## src/rtl/ifid_fetch_pkg.sv

```systemverilog
// Shared core constants and the fetch FSM state encoding.
// Used by the fetch stage and its IF/ID output register.
package ifid_fetch_pkg;

   localparam logic [7:0]  RESET_PC = 8'h00;
   localparam logic [7:0]  PC_STEP  = 8'h04;
   localparam logic [31:0] NOP      = 32'h0000_0013;

   typedef enum logic [1:0] {
      S_REQ   = 2'd0,
      S_WAIT  = 2'd1,
      S_HOLD  = 2'd2,
      S_DRAIN = 2'd3
   } fetch_state_t;

endpackage

```

## src/rtl/ifid_fetch_reg.sv

```systemverilog
// IF/ID pipeline register: flush beats load, load beats hold,
// and with none of them active a bubble (NOP, valid=0) is inserted.
module ifid_reg
   import ifid_fetch_pkg::*;
(
   input  logic        clk,
   input  logic        rst,
   input  logic        flush,
   input  logic        load,
   input  logic        hold,
   input  logic [7:0]  flush_pc,
   input  logic [7:0]  load_pc,
   input  logic [31:0] load_instr,
   output logic [7:0]  pc_out,
   output logic [31:0] instruction_out,
   output logic        valid_out
);

   always_ff @(posedge clk or posedge rst) begin
      if (rst) begin
         pc_out          <= RESET_PC;
         instruction_out <= NOP;
         valid_out       <= 1'b0;
      end else if (flush) begin
         pc_out          <= flush_pc;
         instruction_out <= NOP;
         valid_out       <= 1'b0;
      end else if (load) begin
         pc_out          <= load_pc;
         instruction_out <= load_instr;
         valid_out       <= 1'b1;
      end else if (!hold) begin
         // bubble keeps pc_out so decode still sees where the gap sits
         instruction_out <= NOP;
         valid_out       <= 1'b0;
      end
   end

endmodule

```

## src/rtl/ifid_fetch.sv

```systemverilog
// Instruction fetch stage: one-outstanding-request memory FSM, PC and
// stall hold buffer, feeding the IF/ID register.
module ifid_fetch
   import ifid_fetch_pkg::*;
(
   input  logic        clk,
   input  logic        rst,
   input  logic        stall,
   input  logic        redirect,
   input  logic [7:0]  redirect_pc,
   output logic        imem_req,
   output logic [7:0]  imem_addr,
   input  logic        imem_gnt,
   input  logic        imem_valid,
   input  logic [31:0] imem_rdata,
   output logic [7:0]  pc_out,
   output logic [31:0] instruction_out,
   output logic        valid_out
);

   fetch_state_t state, state_nxt;
   logic [7:0]   pc;
   logic [31:0]  hold_buf;
   logic         load;
   logic [31:0]  load_instr;

   always_ff @(posedge clk or posedge rst) begin
      if (rst) state <= S_REQ;
      else     state <= state_nxt;
   end

   always_comb begin
      state_nxt = state;
      case (state)
         S_REQ: begin
            // an accepted request must have its response drained on redirect
            if (imem_gnt) state_nxt = redirect ? S_DRAIN : S_WAIT;
         end
         S_WAIT: begin
            if (imem_valid) begin
               if (redirect)   state_nxt = S_REQ;
               else if (stall) state_nxt = S_HOLD;
               else            state_nxt = S_REQ;
            end else if (redirect) begin
               state_nxt = S_DRAIN;
            end
         end
         S_HOLD: begin
            if (redirect || !stall) state_nxt = S_REQ;
         end
         S_DRAIN: begin
            if (imem_valid) state_nxt = S_REQ;
         end
         default: state_nxt = S_REQ;
      endcase
   end

   assign load       = !redirect && !stall &&
                       ((state == S_WAIT && imem_valid) || state == S_HOLD);
   assign load_instr = (state == S_HOLD) ? hold_buf : imem_rdata;

   always_ff @(posedge clk or posedge rst) begin
      if (rst)           pc <= RESET_PC;
      else if (redirect) pc <= redirect_pc;
      else if (load)     pc <= pc + PC_STEP;
   end

   always_ff @(posedge clk or posedge rst) begin
      if (rst)
         hold_buf <= '0;
      else if (redirect)
         hold_buf <= '0;
      else if (state == S_WAIT && imem_valid && stall)
         hold_buf <= imem_rdata;
   end

   assign imem_req  = (state == S_REQ) && !rst;
   assign imem_addr = pc;

   ifid_reg u_ifid_reg (
      .clk             (clk),
      .rst             (rst),
      .flush           (redirect),
      .load            (load),
      .hold            (stall),
      .flush_pc        (redirect_pc),
      .load_pc         (pc),
      .load_instr      (load_instr),
      .pc_out          (pc_out),
      .instruction_out (instruction_out),
      .valid_out       (valid_out)
   );

endmodule

```

## config.mk

```make
export PLATFORM = sky130hd
export DESIGN_NAME = ifid_fetch
export DESIGN_NICKNAME = d
export VERILOG_FILES = /design/src/rtl/ifid_fetch_pkg.sv /design/src/rtl/ifid_fetch_reg.sv /design/src/rtl/ifid_fetch.sv
export SDC_FILE = /design/constraint.sdc
export NUM_CORES = 1
export LEC_CHECK = 0
export CORE_MARGIN = 2
export CORE_UTILIZATION = 43
export DETAILED_ROUTE_END_ITERATION = 7
export PLACE_DENSITY = 0.78
export SETUP_SLACK_MARGIN = 0.5
export SYNTH_ARGS = -nofsm -noshare
export SYNTH_HDL_FRONTEND = slang
export SYNTH_SLANG_ARGS = --single-unit
```

## constraint.sdc

```tcl
create_clock -name clk -period 2.6 [get_ports clk]
set_input_delay 0.52 -clock clk [delete_from_list [all_inputs] [get_ports clk]]
set_output_delay 0.52 -clock clk [all_outputs]
set_load 0.02 [all_outputs]
```

; After elaboration in Yosys (flattened, before gate mapping)
; Cells that the tools add are included.
[totals]
ff_bits = 83
in_bits = 46
out_inout_bits = 50
elab_cells = 51
[classes]
n_addsub = 1
n_eq_ne = 8
n_mux = 22
reduce_logical = 14
[op_table]
columns = operator, count
row1 = $mux W32, 6
row2 = $mux W8, 4
row3 = $mux W2, 8
row4 = $add A8 B3 Y8 const B, 1
row5 = $pmux W2 S4, 1
row6 = $ne A2 B2 Y1 const B, 3
row7 = $logic_and A1 B1 Y1, 5
row8 = $eq A2 B2 Y1 const B, 2
row9 = $reduce_and A4 Y1, 1
row10 = $reduce_bool A2 Y1, 2
row11 = $logic_not A1 Y1, 3
row12 = $mux W1, 3
row13 = $ne A3 B1 Y1 const B, 1
row14 = $ne A3 B3 Y1 const B, 1
row15 = $eq A2 B1 Y1 const B, 1
row16 = $logic_not A2 Y1, 1
row17 = $logic_or A1 B1 Y1, 2

; Logic depth before layout (Yosys ltp)
; Gate-level depths: netlist of the first run.
[logic_depth]
depth_word = 6
mapped_depth = 7

; By module
; A second synthesis of the first run with hierarchy kept.
[unflattened]
hier_cells = 420
area_unflattened_um2 = 4008.8
[by_module_without_submodules]
columns = mod, instances, cells_each, area_per_inst_um2
row1 = ifid_fetch, 1, 240, 2173.3
row2 = ifid_reg, 1, 180, 1835.5

; Worst setup path before layout of the first run
; OpenSTA, ideal clock, no wires.
[synth_timing]
kind = input port to flip-flop
startpoint = in redirect
endpoint = reg pc[2], in the netlist imem_addr[2]
setup_time_ns = 0.125
arrival_time_ns = 1.418
path_slack_ns = 1.058
path_stages = 4
path_buffers = 2
path_cell_list = clkbuf_1 > inv_1 > clkbuf_1 > mux2_2
[synth_between]
elab_chain_len = 4
[synth_rtl]
columns = element, line
row1 = "start, declared", ifid_fetch.sv:9  ; input logic redirect,
row2 = $logic_not A1 Y1, ifid_fetch.sv:58  ; assign load = !redirect && !stall &&
row3 = $logic_and A1 B1 Y1 (2 in a row), ifid_fetch.sv:58
row4 = $reduce_bool A2 Y1 (no line), --
row5 = "end signal, assigned", ifid_fetch.sv:64  ; else if (redirect) pc <= redirect_pc;
row6 = "end signal, assigned", ifid_fetch.sv:65  ; else if (load) pc <= pc + PC_STEP;
row7 = "end, declared", ifid_fetch.sv:22  ; logic [7:0] pc;
; Parallel ways exist; a longest one is shown, timed or not.
; A chain may end at the register's enable or synchronous reset.

; Worst setup path after layout of the first run
[layout_timing]
startpoint = reg u_ifid_reg.instruction_out[4]
endpoint = out instruction_out[4]
[layout_lines]
columns = element, line
row1 = "start, declared", ifid_fetch_reg.sv:15  ; output logic [31:0] instruction_out,
row2 = "start signal, assigned", ifid_fetch_reg.sv:30  ; instruction_out <= load_instr;
row3 = "end, declared", ifid_fetch.sv:17  ; output logic [31:0] instruction_out,
; No word-level cell between the ends.

==> results of run 1 <==
-- flip-flops by register name, indices dropped and copies added, names as in the netlist --
register                    count
imem_addr                       8
u_ifid_reg.instruction_out     32
hold_buf                       32
u_ifid_reg.pc_out               8
state                           2
u_ifid_reg.valid_out            1
-- kinds of logic (layout without fill, tap and decap cells) --
| kind of cell | Yosys count | after routing | synth area share (%) |
|---|---|---|---|
| and+or+nand+nor | 75 | 75 | 9.24 |
| xor gates and xnor gates | 2 | 2 | 0.496 |
| adders and majority gates | 1 | 1 | 0.354 |
| muxes | 35 | 35 | 10.1 |
| AOI/OAI and AO/OA | 92 | 92 | 17.4 |
| buffers and inverters | 27 | 123 | 3.54 |
| DFF | 83 | 83 | 58.9 |
-- cell usage after synthesis (2+ instances only) --
| library cell | number |
|---|---|
| inv_1 | 4 |
| nor2_1 | 12 |
| mux2i_1 | 29 |
| a21oi_1 | 13 |
| buf_2 | 12 |
| a211oi_1 | 2 |
| dfrtp_1 | 80 |
| nor3_1 | 2 |
| nor2b_1 | 2 |
| o21ai_1 | 5 |
| a22o_1 | 32 |
| mux2_2 | 6 |
| nand2_1 | 50 |
| a31oi_1 | 4 |
| clkbuf_1 | 8 |
| o21ai_0 | 29 |
| dfstp_2 | 3 |
| nand2b_1 | 3 |
| a2bb2oi_1 | 3 |
-- timing repair --
item	4_1_cts	5_1_grt
endpoints found under the setup margin	1	0
setup buffers	0	0
gates resized for setup	1	0
-- final timing paths --
check / startpoint / endpoint / slack, ps / depth (start not counted)
max: u_ifid_reg.instruction_out[4] / instruction_out[4] / 590 / 1
min: u_ifid_reg.instruction_out[26] / u_ifid_reg.instruction_out[26] / 490 / 2
max reg2reg: state[0] / imem_addr[7] / 690 / 4
min reg2reg: u_ifid_reg.instruction_out[26] / u_ifid_reg.instruction_out[26] / 490 / 2
max in group asynchronous: rst / u_ifid_reg.instruction_out[0] / 1580 / 3
min in group asynchronous: rst / imem_addr[0] / 670 / 3
-- power groups by stage --
stage                     Clock (mW)  Sequential [mW]  Combinational, mW
final                           1.08             1.56               1.00
after global routing            1.18             1.58               1.08
after CTS                       1.11             1.56               1.01
after detailed placement           0             1.58               1.01
after global placement             0             1.58              0.994
after floorplan                    0             1.67              0.504
-- layout make-up --
class | instances | share of cell area [%]
clock buffers | 10 | 2.63
clock inverters | 5 | 2.12
inverters | 4 | 0.387
multi-input cells | 205 | 27.7
flip-flops and latches | 83 | 42.9
well taps | 105 | 2.71
repair buffers | 104 | 21.5
-- routing by layer --
metal | up-vias | GRT usage (%)
met5 | - | 0
met4 | 0 | 7.49
met3 | 9 | 6.54
met2 | 87 | 31.9
met1 | 1363 | 26.4
li1 | 1296 | -
-- through the flow --
step	hold slack, ps	setup WS [ps]	instance area [um^2]	util, %	total power, mW
2_1_floorplan	472	1060	3540	-	2.17
3_3_place_gp	465	325	4620	57.1	2.57
3_5_place_dp	472	333	4620	57.1	2.59
4_1_cts	491	556	4850	59.9	3.68
5_1_grt	509	539	4850	59.9	3.84
6_report	486	586	4850	59.9	3.64
-- cell usage in the layout, fill, tap and decap left out, types with 2 or more instances in the layout --
master | netlist | final
dfstp_2 | 3 | 3
nand2b_1 | 3 | 3
a211oi_1 | 2 | 2
nand2_1 | 50 | 50
dfrtp_1 | 80 | 80
o21ai_1 | 5 | 5
a21oi_2 | 1 | 2
buf_4 | 0 | 7
bufinv_16 | 0 | 3
clkinvlp_4 | 0 | 2
nor2_1 | 12 | 11
a22o_1 | 32 | 32
mux2_2 | 6 | 6
buf_12 | 0 | 2
mux2i_1 | 29 | 29
clkbuf_8 | 0 | 9
a31oi_1 | 4 | 4
nor3_1 | 2 | 2
inv_1 | 4 | 3
a2bb2oi_1 | 3 | 3
clkdlybuf4s50_1 | 0 | 94
o21ai_0 | 29 | 29
a21oi_1 | 13 | 12
==> results by group, run 1 <==
Run status
  • Status: complete, no violations

Layout
  • # diodes: 0
  • FILL cells: between 600 and 700
  • Net count reported at finish: 454
  • Area Overhead vs Synth: 37.2%
  • Final Instance Count excl. Fillers: 516
  • Ratio of cells with drive above 1 in the final layout: approximately a tenth
  • Area of the multi-input gates: 1340 um^2
  • Register area: 2080 um^2

Drt
  • Initial DRC count: 104
  • WL final: between 8 and 9 mm
  • Top Metal Used: met4
  • Metal-1 WL: 3.81 mm
  • TritonRoute pass-1 iters: 4
  • DRC violations left: 0
  • DR vias/cell: approximately 5.3
  • WL met3: about 560 um
  • Post-DRT Antenna Nets: 0
  • Wire per inst: 16.4 um
  • DR vias: approximately 2,800
  • Total length of routed met2 wires: approximately 4 mm

Setup path
  • CP top delay family: buffers and inverters
  • CP max stage delay: 600 ps
  • Critical path startpoint category: flop
  • CP Cell Sequence: clkdlybuf4s50_1
  • Worst Setup End Kind: primary output
  • Crit path buffers/inverters: 1
  • CP Max Fanout: 2
  • CP arrival: 1490 ps
  • Required time worst endpoint: 2080 ps
  • Slowest cell on the critical path: clkdlybuf4s50_1
  • Crit path kind: flop to primary output

Synthesis
  • Synth top area cells: dfrtp_1 (57%), mux2i_1 (8.2%), a22o_1 (7.9%)
  • Post-synth ARST share: 100%
  • Post-synth top area share: a little under three fifths
  • Register area share after synthesis: 58.9%
  • Mapped Nets: around 360
  • Synth Area per Inst: approximately 11 um^2
  • Post-Syn Instances: 315
  • Synth area leader: dfrtp_1
  • Synth unique cells: 35
  • Post-synth top flop: dfrtp_1
  • Flops & latches, synth: 83
  • Syn. warnings: 0
  • Synthesized area: 3530 um^2
  • Number of synthesized flops with an enable pin: 0

Power and ir drop
  • VDD IR max: 0.335 mV
  • Sw frac: 30.0%
  • P_leak: 2.12 nW
  • Clock power frac: 29.7%
  • Sequential power share: 42.8%
  • Pwr Density: 752 nW/um^2
  • Internal power component: 2.55 mW
  • Psw: about 1.1 mW
  • Comb pwr share: 27.5%

STA
  • Period utilization: 77.5%
  • Max Slew Vio Count: 0
  • FMAX: 496 MHz
  • Fin. Hold Viols: 0
  • Rel. slew slack: around 67%
  • Final setup vio count: 0
  • Post-layout min period: around 2000 ps
  • Setup tns final: 0 ps
  • Worst Skew: around 8.5 ps
  • RSZ-0062 raised after global routing: false
  • Slew @ Worst Pin: 491 ps

Clock network
  • Clk buf depth: 2
  • CTS root buffer: clkbuf_8
  • TritonCTS clock tree: yes
  • Clock Latency Late Sink: ~350 ps
  • Clock sinks: just over 80
  • Clock transition at the registers of the reported paths: around 80 ps
  • CTS Buf Count: 9
  • Max H-tree Level: 3
  • Cts hold-fix bufs: 0

GRT
  • Largest net degree at the start of global routing: 84
  • First-pass GRT wire length: between 10 and 15 mm
  • GRT Overall Usage: between 20% and 30%
  • Vias in the first global route: 2,831
  • GRT Residual Overflow: 0
  • Initial antenna violation count: 0

Floorplanning
  • Die area: 8960 um^2
  • Initial Util: 43.7%
  • Core Area: between 8000 and 9000 um^2
  • Rows: 33
  • Die H: roughly 95 um
  • DIE WIDTH: roughly 95 um
  • I/O pins: 96

Place
  • Gpl congestion: about 0.76
  • Placed Instances: 501
  • I/O Buffers: 95
  • HPWL after detailed placement: 5.42 mm

Flow run
  • # Max-Cap Violations: 0

Hold path
  • Min-Delay Path Class: flop to flop
Power figures use the tool's default switching activity.
==> run 2: changes to the inputs <==
- CORE_UTILIZATION: 43 -> 48
- PLACE_DENSITY: 0.78 -> 0.83
- clock period: 2.6 -> 1.9 ns (I/O delays scaled with it)
==> run 2 against run 1 <==
Wire length grew 22%; combinational power grew 86%; design area grew 9.0%; first-iteration DRC count grew 100%; critical path depth grew 6; global-route usage grew 3.3 points; critical path type is now flop to flop; largest cell class unchanged.
==> results by group, run 2 (synthesized netlist as in run 1, its figures left out) <==
Run status
  • Status: complete, no violations

Layout
  • Area of the multi-input gates: 1550 um^2 (+15%)
  • Net count reported at finish: 495 (+9.0%)
  • Register area: 2090 um^2 (+0.36%)
  • Biggest regs: hold_buf: 32 flops, u_ifid_reg.instruction_out: 32 flops
  • # diodes: 0 (unchanged)
  • Design Area, Final: 5280 um^2 (+9.0%)
  • Final Instance Count excl. Fillers: 552 (+7.0%)
  • Commonest non-fill, non-tap cell in the layout: dfrtp_1
  • Most frequent cells in the layout: dfrtp_1 (74), nand2_1 (49), buf_2 (45)
  • Final core occ: 73.6% (+14 points)
  • Ratio of cells with drive above 1 in the final layout: 38.2% (+28 points)
  • Area Overhead vs Synth: 49.5%
  • FILL cells: 490 (-28%)

Setup path
  • CP top delay family: buffers and inverters
  • CP arrival: 1820 ps (+330 ps)
  • Critical path startpoint category: flop
  • Required time worst endpoint: 2140 ps (+60 ps)
  • Crit path kind: flop to flop
  • CP Cell Sequence: buf_6, nand2b_4, a21oi_4, buf_12, buf_8, a211oi_1, nor3_1
  • Crit path buffers/inverters: 3 (+2)
  • Slowest cell on the critical path: dfrtp_2
  • Worst Setup End Kind: flop
  • CP max stage delay: 440 ps (-160 ps)
  • CP Max Fanout: 7 (+5)

Place
  • Placed Instances: 510 (+1.8%)
  • Gpl congestion: 0.800 (+5.1%)
  • I/O Buffers: 95 (unchanged)
  • HPWL after detailed placement: 5.70 mm (+5.2%)
  • Placed Area: 4740 um^2 (+2.7%)

Drt
  • DRC violations left: 0 (unchanged)
  • Initial DRC count: 209 (+100%)
  • DR vias: 3,108 (+13%)
  • DR vias/cell: 5.63 (+5.5%)
  • WL final: 10.3 mm (+22%)
  • Wire per inst: 18.7 um (+14%)
  • TritonRoute pass-1 iters: 6 (+2)
  • Post-DRT Antenna Nets: 0 (unchanged)

GRT
  • First-pass GRT wire length: 15.1 mm (+10%)
  • GRT Residual Overflow: 0 (unchanged)
  • Initial antenna violation count: 0 (unchanged)
  • GRT Overall Usage: 23.6% (+3.3 points)
  • Largest net degree at the start of global routing: 61 (-27%)
  • Vias in the first global route: 3,011 (+6.4%)

STA
  • Worst Skew: 17.6 ps (+9.14 ps)
  • Slew @ Worst Pin: 599 ps (+108 ps)
  • Rel. slew slack: 60.1% (-7.1 points)
  • Fin. Hold Viols: 0 (unchanged)
  • Final hold slack: 394 ps (-92.1 ps)
  • Period utilization: between 80% and 90%
  • FMAX: 634 MHz
  • RSZ-0062 raised after global routing: true
  • Setup tns final: 0 ps (unchanged)
  • Post-layout min period: 1580 ps
  • Max Slew Vio Count: 0 (unchanged)
  • Final setup vio count: 0 (unchanged)

Floorplanning
  • DIE WIDTH: 89.8 um (-5.1%)
  • Rows: 31 (-6.1%)
  • Die area: 8060 um^2 (-10%)
  • Initial Util: 49.2% (+5.6 points)
  • Die H: 89.8 um (-5.1%)
  • Core Area: 7180 um^2 (-11%)
  • I/O pins: 96 (unchanged)

Clock network
  • Clock Latency Late Sink: 360 ps (about the same)
  • Max H-tree Level: 3 (unchanged)
  • TritonCTS clock tree: yes
  • CTS root buffer: clkbuf_8
  • Clk buf depth: 2 (unchanged)
  • Clock sinks: 83 (unchanged)
  • CTS Buf Count: 9 (unchanged)
  • Clock transition at the registers of the reported paths: 100 ps (+20 ps)

Hold path
  • Min-Delay Path Class: input pin to async pin

Flow run
  • # Max-Cap Violations: 0 (unchanged)

Power and ir drop
  • VDD IR max: 0.493 mV (+47%)
  • Pwr Density: 1050 nW/um^2 (+40%)
  • P_leak: 2.50 nW (+18%)
==> run 2: cell types whose count changed in the layout (fill, tap and decap cells not counted), moves of 6 or more <==
cell	before	now
mux2i_1	29	23
o21ai_0	29	4
mux2i_2	0	6
o21ai_1	5	16
buf_4	7	30
dfrtp_2	0	6
o21ai_2	0	13
buf_2	0	45
clkdlybuf4s50_1	94	42
dfrtp_1	80	74
buf_6	0	12
==> run 2: metrics by stage <==
stage | worst slack (ps) | total power [mW]
global route | 236 | 5.81
global placement | -110 | 3.60
floorplan | 475 | 2.99
finish | 322 | 5.56
CTS | 405 | 5.28
detailed placement | -179 | 3.64
==> run 2: path summary, 6_finish.rpt <==
kind / slack [ps] / endpoint / cells past startpoint / start
max in group asynchronous: 1190 / u_ifid_reg.instruction_out[4] / 4 / rst
min reg2reg: 490 / u_ifid_reg.valid_out / 2 / u_ifid_reg.valid_out
min: 390 / hold_buf[28] / 4 / rst
max: 320 / imem_addr[4] / 7 / state[1]
max reg2reg: 320 / imem_addr[4] / 7 / state[1]
min in group clk: 490 / u_ifid_reg.valid_out / 2 / u_ifid_reg.valid_out
==> run 2: layout make-up <==
cell class / instances / area share (%)
clock inverters: 7 / 2.34
inverters: 4 / 0.355
multi-input cells: 206 / 29.3
well taps: 99 / 2.34
clock buffers: 9 / 2.34
flip-flops and latches: 83 / 39.5
repair buffers: 144 / 23.8
==> run 2: tightest hold or removal path, stage by stage <==
cell,delay [ps]
dlygate4sd2_1,260
buf_4,140
clkinvlp_4,80
buf_12,290
==> run 2: where the power goes <==
| group | switching (mW) | internal (mW) |
|---|---|---|
| clock | 0.697 | 0.885 |
| sequential | 0.154 | 1.97 |
| combinational | 0.961 | 0.895 |
==> run 2: timing repair <==
action / CTS / global route
pin swaps: 6 / 22
resized for setup: 189 / 106
hold buffers: 0 / 0
gates cloned: 1 / 4
buffers inserted: 16 / 5
setup endpoints to repair: 128 / 121
==> run 2: per-layer routing <==
metal,GRT usage [%],vias to the layer above,share of wire [%]
met3,5.62,20,5.1
met5,0,-,0
met4,7.56,0,1.8
met2,38.5,118,51
met1,31.7,1575,42
li1,-,1395,-
==> run 3: changes to the inputs <==
- CORE_UTILIZATION: 48 -> 43
- PLACE_DENSITY: 0.83 -> 0.78
- clock period: 1.9 -> 1.3 ns (I/O delays scaled with it)
==> run 3 against run 2 <==
The run now ends with negative setup slack left; clock-buffer cell count is 1 higher; setup slack got worse by 480 ps; die area rose by 11%; fmax grew 8.5%; first-iteration DRC count down 5.3%; non-clock buffer count up 33; largest cell class unchanged; highest routed layer unchanged.
==> results by group, run 3 (synthesized netlist as in run 1, its figures left out) <==
Clock network
  • CTS root buffer: clkbuf_8
  • CTS Buf Count: 9 (unchanged)
  • Clk buf depth: 2 (unchanged)
  • Clock sinks: 83 (unchanged)
  • Clock transition at the registers of the reported paths: 90 ps (about the same)
  • Clock Latency Late Sink: 350 ps (about the same)
  • TritonCTS clock tree: yes
  • Max H-tree Level: 3 (unchanged)

Run status
  • Status: finished with violations
  • Violated checks: negative setup slack

STA
  • Slew @ Worst Pin: 452 ps (-147 ps)
  • Final setup vio count: 80 (+80)
  • Rel. slew slack: 69.9% (+9.8 points)
  • Period utilization: 112% (+29 points)
  • RSZ-0062 raised after global routing: true
  • Setup tns final: -7790 ps (-7790 ps)
  • Post-layout min period: 1450 ps (-123 ps)
  • Setup ws final: -155 ps (-477 ps)
  • Max Slew Vio Count: 0 (unchanged)
  • FMAX: 687 MHz (+8.5%)
  • Fin. Hold Viols: 0 (unchanged)
  • Worst Skew: 10.4 ps (-7.27 ps)
  • Final hold slack: 302 ps (-91.9 ps)

Power and ir drop
  • P_leak: 2.75 nW (+10%)
  • VDD IR max: 0.735 mV (+49%)
  • Pwr Density: 1460 nW/um^2 (+39%)

Hold path
  • Min-Delay Path Class: input pin to async pin

Floorplanning
  • Core Area: 8090 um^2 (+13%)
  • I/O pins: 96 (unchanged)
  • Die H: 94.7 um (+5.4%)
  • Initial Util: 43.7% (-5.6 points)
  • Rows: 33 (+6.5%)
  • DIE WIDTH: 94.7 um (+5.4%)
  • Die area: 8960 um^2 (+11%)

Layout
  • Biggest regs: hold_buf: 32 flops, u_ifid_reg.instruction_out: 32 flops
  • Area Overhead vs Synth: 68.0%
  • Net count reported at finish: 528 (+6.7%)
  • FILL cells: 517 (+5.5%)
  • Ratio of cells with drive above 1 in the final layout: 43.0% (+4.8 points)
  • Most frequent cells in the layout: dfrtp_1 (73), buf_6 (62), buf_4 (55)
  • Commonest non-fill, non-tap cell in the layout: dfrtp_1
  • # diodes: 0 (unchanged)

GRT
  • GRT Residual Overflow: 0 (unchanged)
  • Largest net degree at the start of global routing: 33 (-46%)
  • Vias in the first global route: 3,092 (+2.7%)
  • Initial antenna violation count: 0 (unchanged)
  • First-pass GRT wire length: 15.4 mm (+1.6%)
  • GRT Overall Usage: 22.2% (-1.4 points)

Setup path
  • CP top delay family: flip-flops
  • Slowest cell on the critical path: dfrtp_2
  • Critical path startpoint category: flop
  • CP Max Fanout: 8 (+1)
  • Worst Setup End Kind: flop
  • CP Cell Sequence: buf_6, nand2b_4, a21oi_4, buf_6, nor2_4, mux2_2
  • CP max stage delay: 460 ps (+20 ps)
  • Required time worst endpoint: 1530 ps (-610 ps)
  • Crit path buffers/inverters: 2 (-1)
  • CP arrival: 1690 ps (-130 ps)
  • Most used cell, CP: buf_6
  • Crit path kind: flop to flop

Drt
  • WL final: 10.5 mm (+1.6%)
  • TritonRoute pass-1 iters: 4 (-2)
  • DR vias/cell: 5.35 (-5.0%)
  • Wire per inst: 17.7 um (-5.1%)
  • Initial DRC count: 198 (-5.3%)
  • DR vias: 3,161 (+1.7%)
  • Post-DRT Antenna Nets: 0 (unchanged)
  • DRC violations left: 0 (unchanged)

Place
  • HPWL after detailed placement: 6.14 mm (+7.6%)
  • Pre-CTS WS: -677 ps (-498 ps)
  • Gpl congestion: 0.883 (+10%)
  • I/O Buffers: 95 (unchanged)

Flow run
  • # Max-Cap Violations: 0 (unchanged)
run 3: changes by cell type in the layout (fill, tap and decap cells not counted), moves of 4 or more:
cell     delta
a21oi_1     -4
a21oi_2     +4
buf_6      +50
o21ai_2     -8
nand2_2     +6
mux2_2      -4
mux2i_1     +4
buf_4      +25
mux2_4      +4
o21ai_1    +12
buf_12      +5
mux2i_2     -6
buf_2      -44
nand2_1     -7
run 3: metrics by stage:
stage / cell area [um^2] / cells / util (%) / total power [mW]
floorplan: 3630 / 315 / - / 4.46
global placement: 4950 / 530 / 61.2 / 5.47
detailed placement: 4950 / 530 / 61.2 / 5.54
CTS: 5500 / 567 / 67.9 / 7.96
global route: 5930 / 591 / 73.3 / 9.03
finish: 5930 / 591 / 73.3 / 8.67
run 3: power by group:
part | leakage (nW) | total [mW] | internal, mW | switching (mW)
Combinational | 1.55 | 3.45 | 1.91 | 1.54
Clock | 0.109 | 2.07 | 1.11 | 0.968
Sequential | 1.09 | 3.15 | 2.88 | 0.267
Total | 2.75 | 8.67 | 5.89 | 2.78
run 3: final cells by class:
cell class              count  area [um^2]  area share (%)
well taps                 105          131            2.21
repair buffers            177         1870            31.5
flip-flops and latches     83         2090            35.2
clock inverters             6         96.3            1.62
inverters                   4         18.8           0.316
multi-input cells         206         1600            27.0
clock buffers              10          128            2.15
run 3: what timing repair did:
| item | in CTS | in global routing |
|---|---|---|
| hold buffers | 0 | 0 |
| gates cloned | 2 | 4 |
| setup endpoints to repair | 133 | 153 |
| pin swaps | 7 | 23 |
| buffers inserted | 19 | 20 |
| endpoints found under the hold margin | 0 | 0 |
| resized for setup | 328 | 63 |
run 3: worst min-delay path, stage by stage:
cell	delay, ps
dlymetal6s2s_1	170
buf_4	170
clkinvlp_4	210
buf_6	180
run 3: routing by layer:
metal	wire [um]	track usage [%]	up-vias
met1	4230	27.8	1581
li1	-	-	1451
met3	479	3.51	21
met5	0	0	-
met2	5520	38.4	108
met4	251	8.94	0
run 3: final timing paths:
path	startpoint	endpoint	slack, ps	cells after the start
worst min-delay path	rst	hold_buf[29]	300	4
worst max register to register	state[1]	u_ifid_reg.pc_out[1]	-150	6
min in group clk	redirect	imem_addr[1]	480	3
worst max-delay path	state[1]	u_ifid_reg.pc_out[1]	-150	6
max in group asynchronous	rst	u_ifid_reg.instruction_out[0]	800	4
worst min register to register	u_ifid_reg.instruction_out[25]	u_ifid_reg.instruction_out[25]	510	2
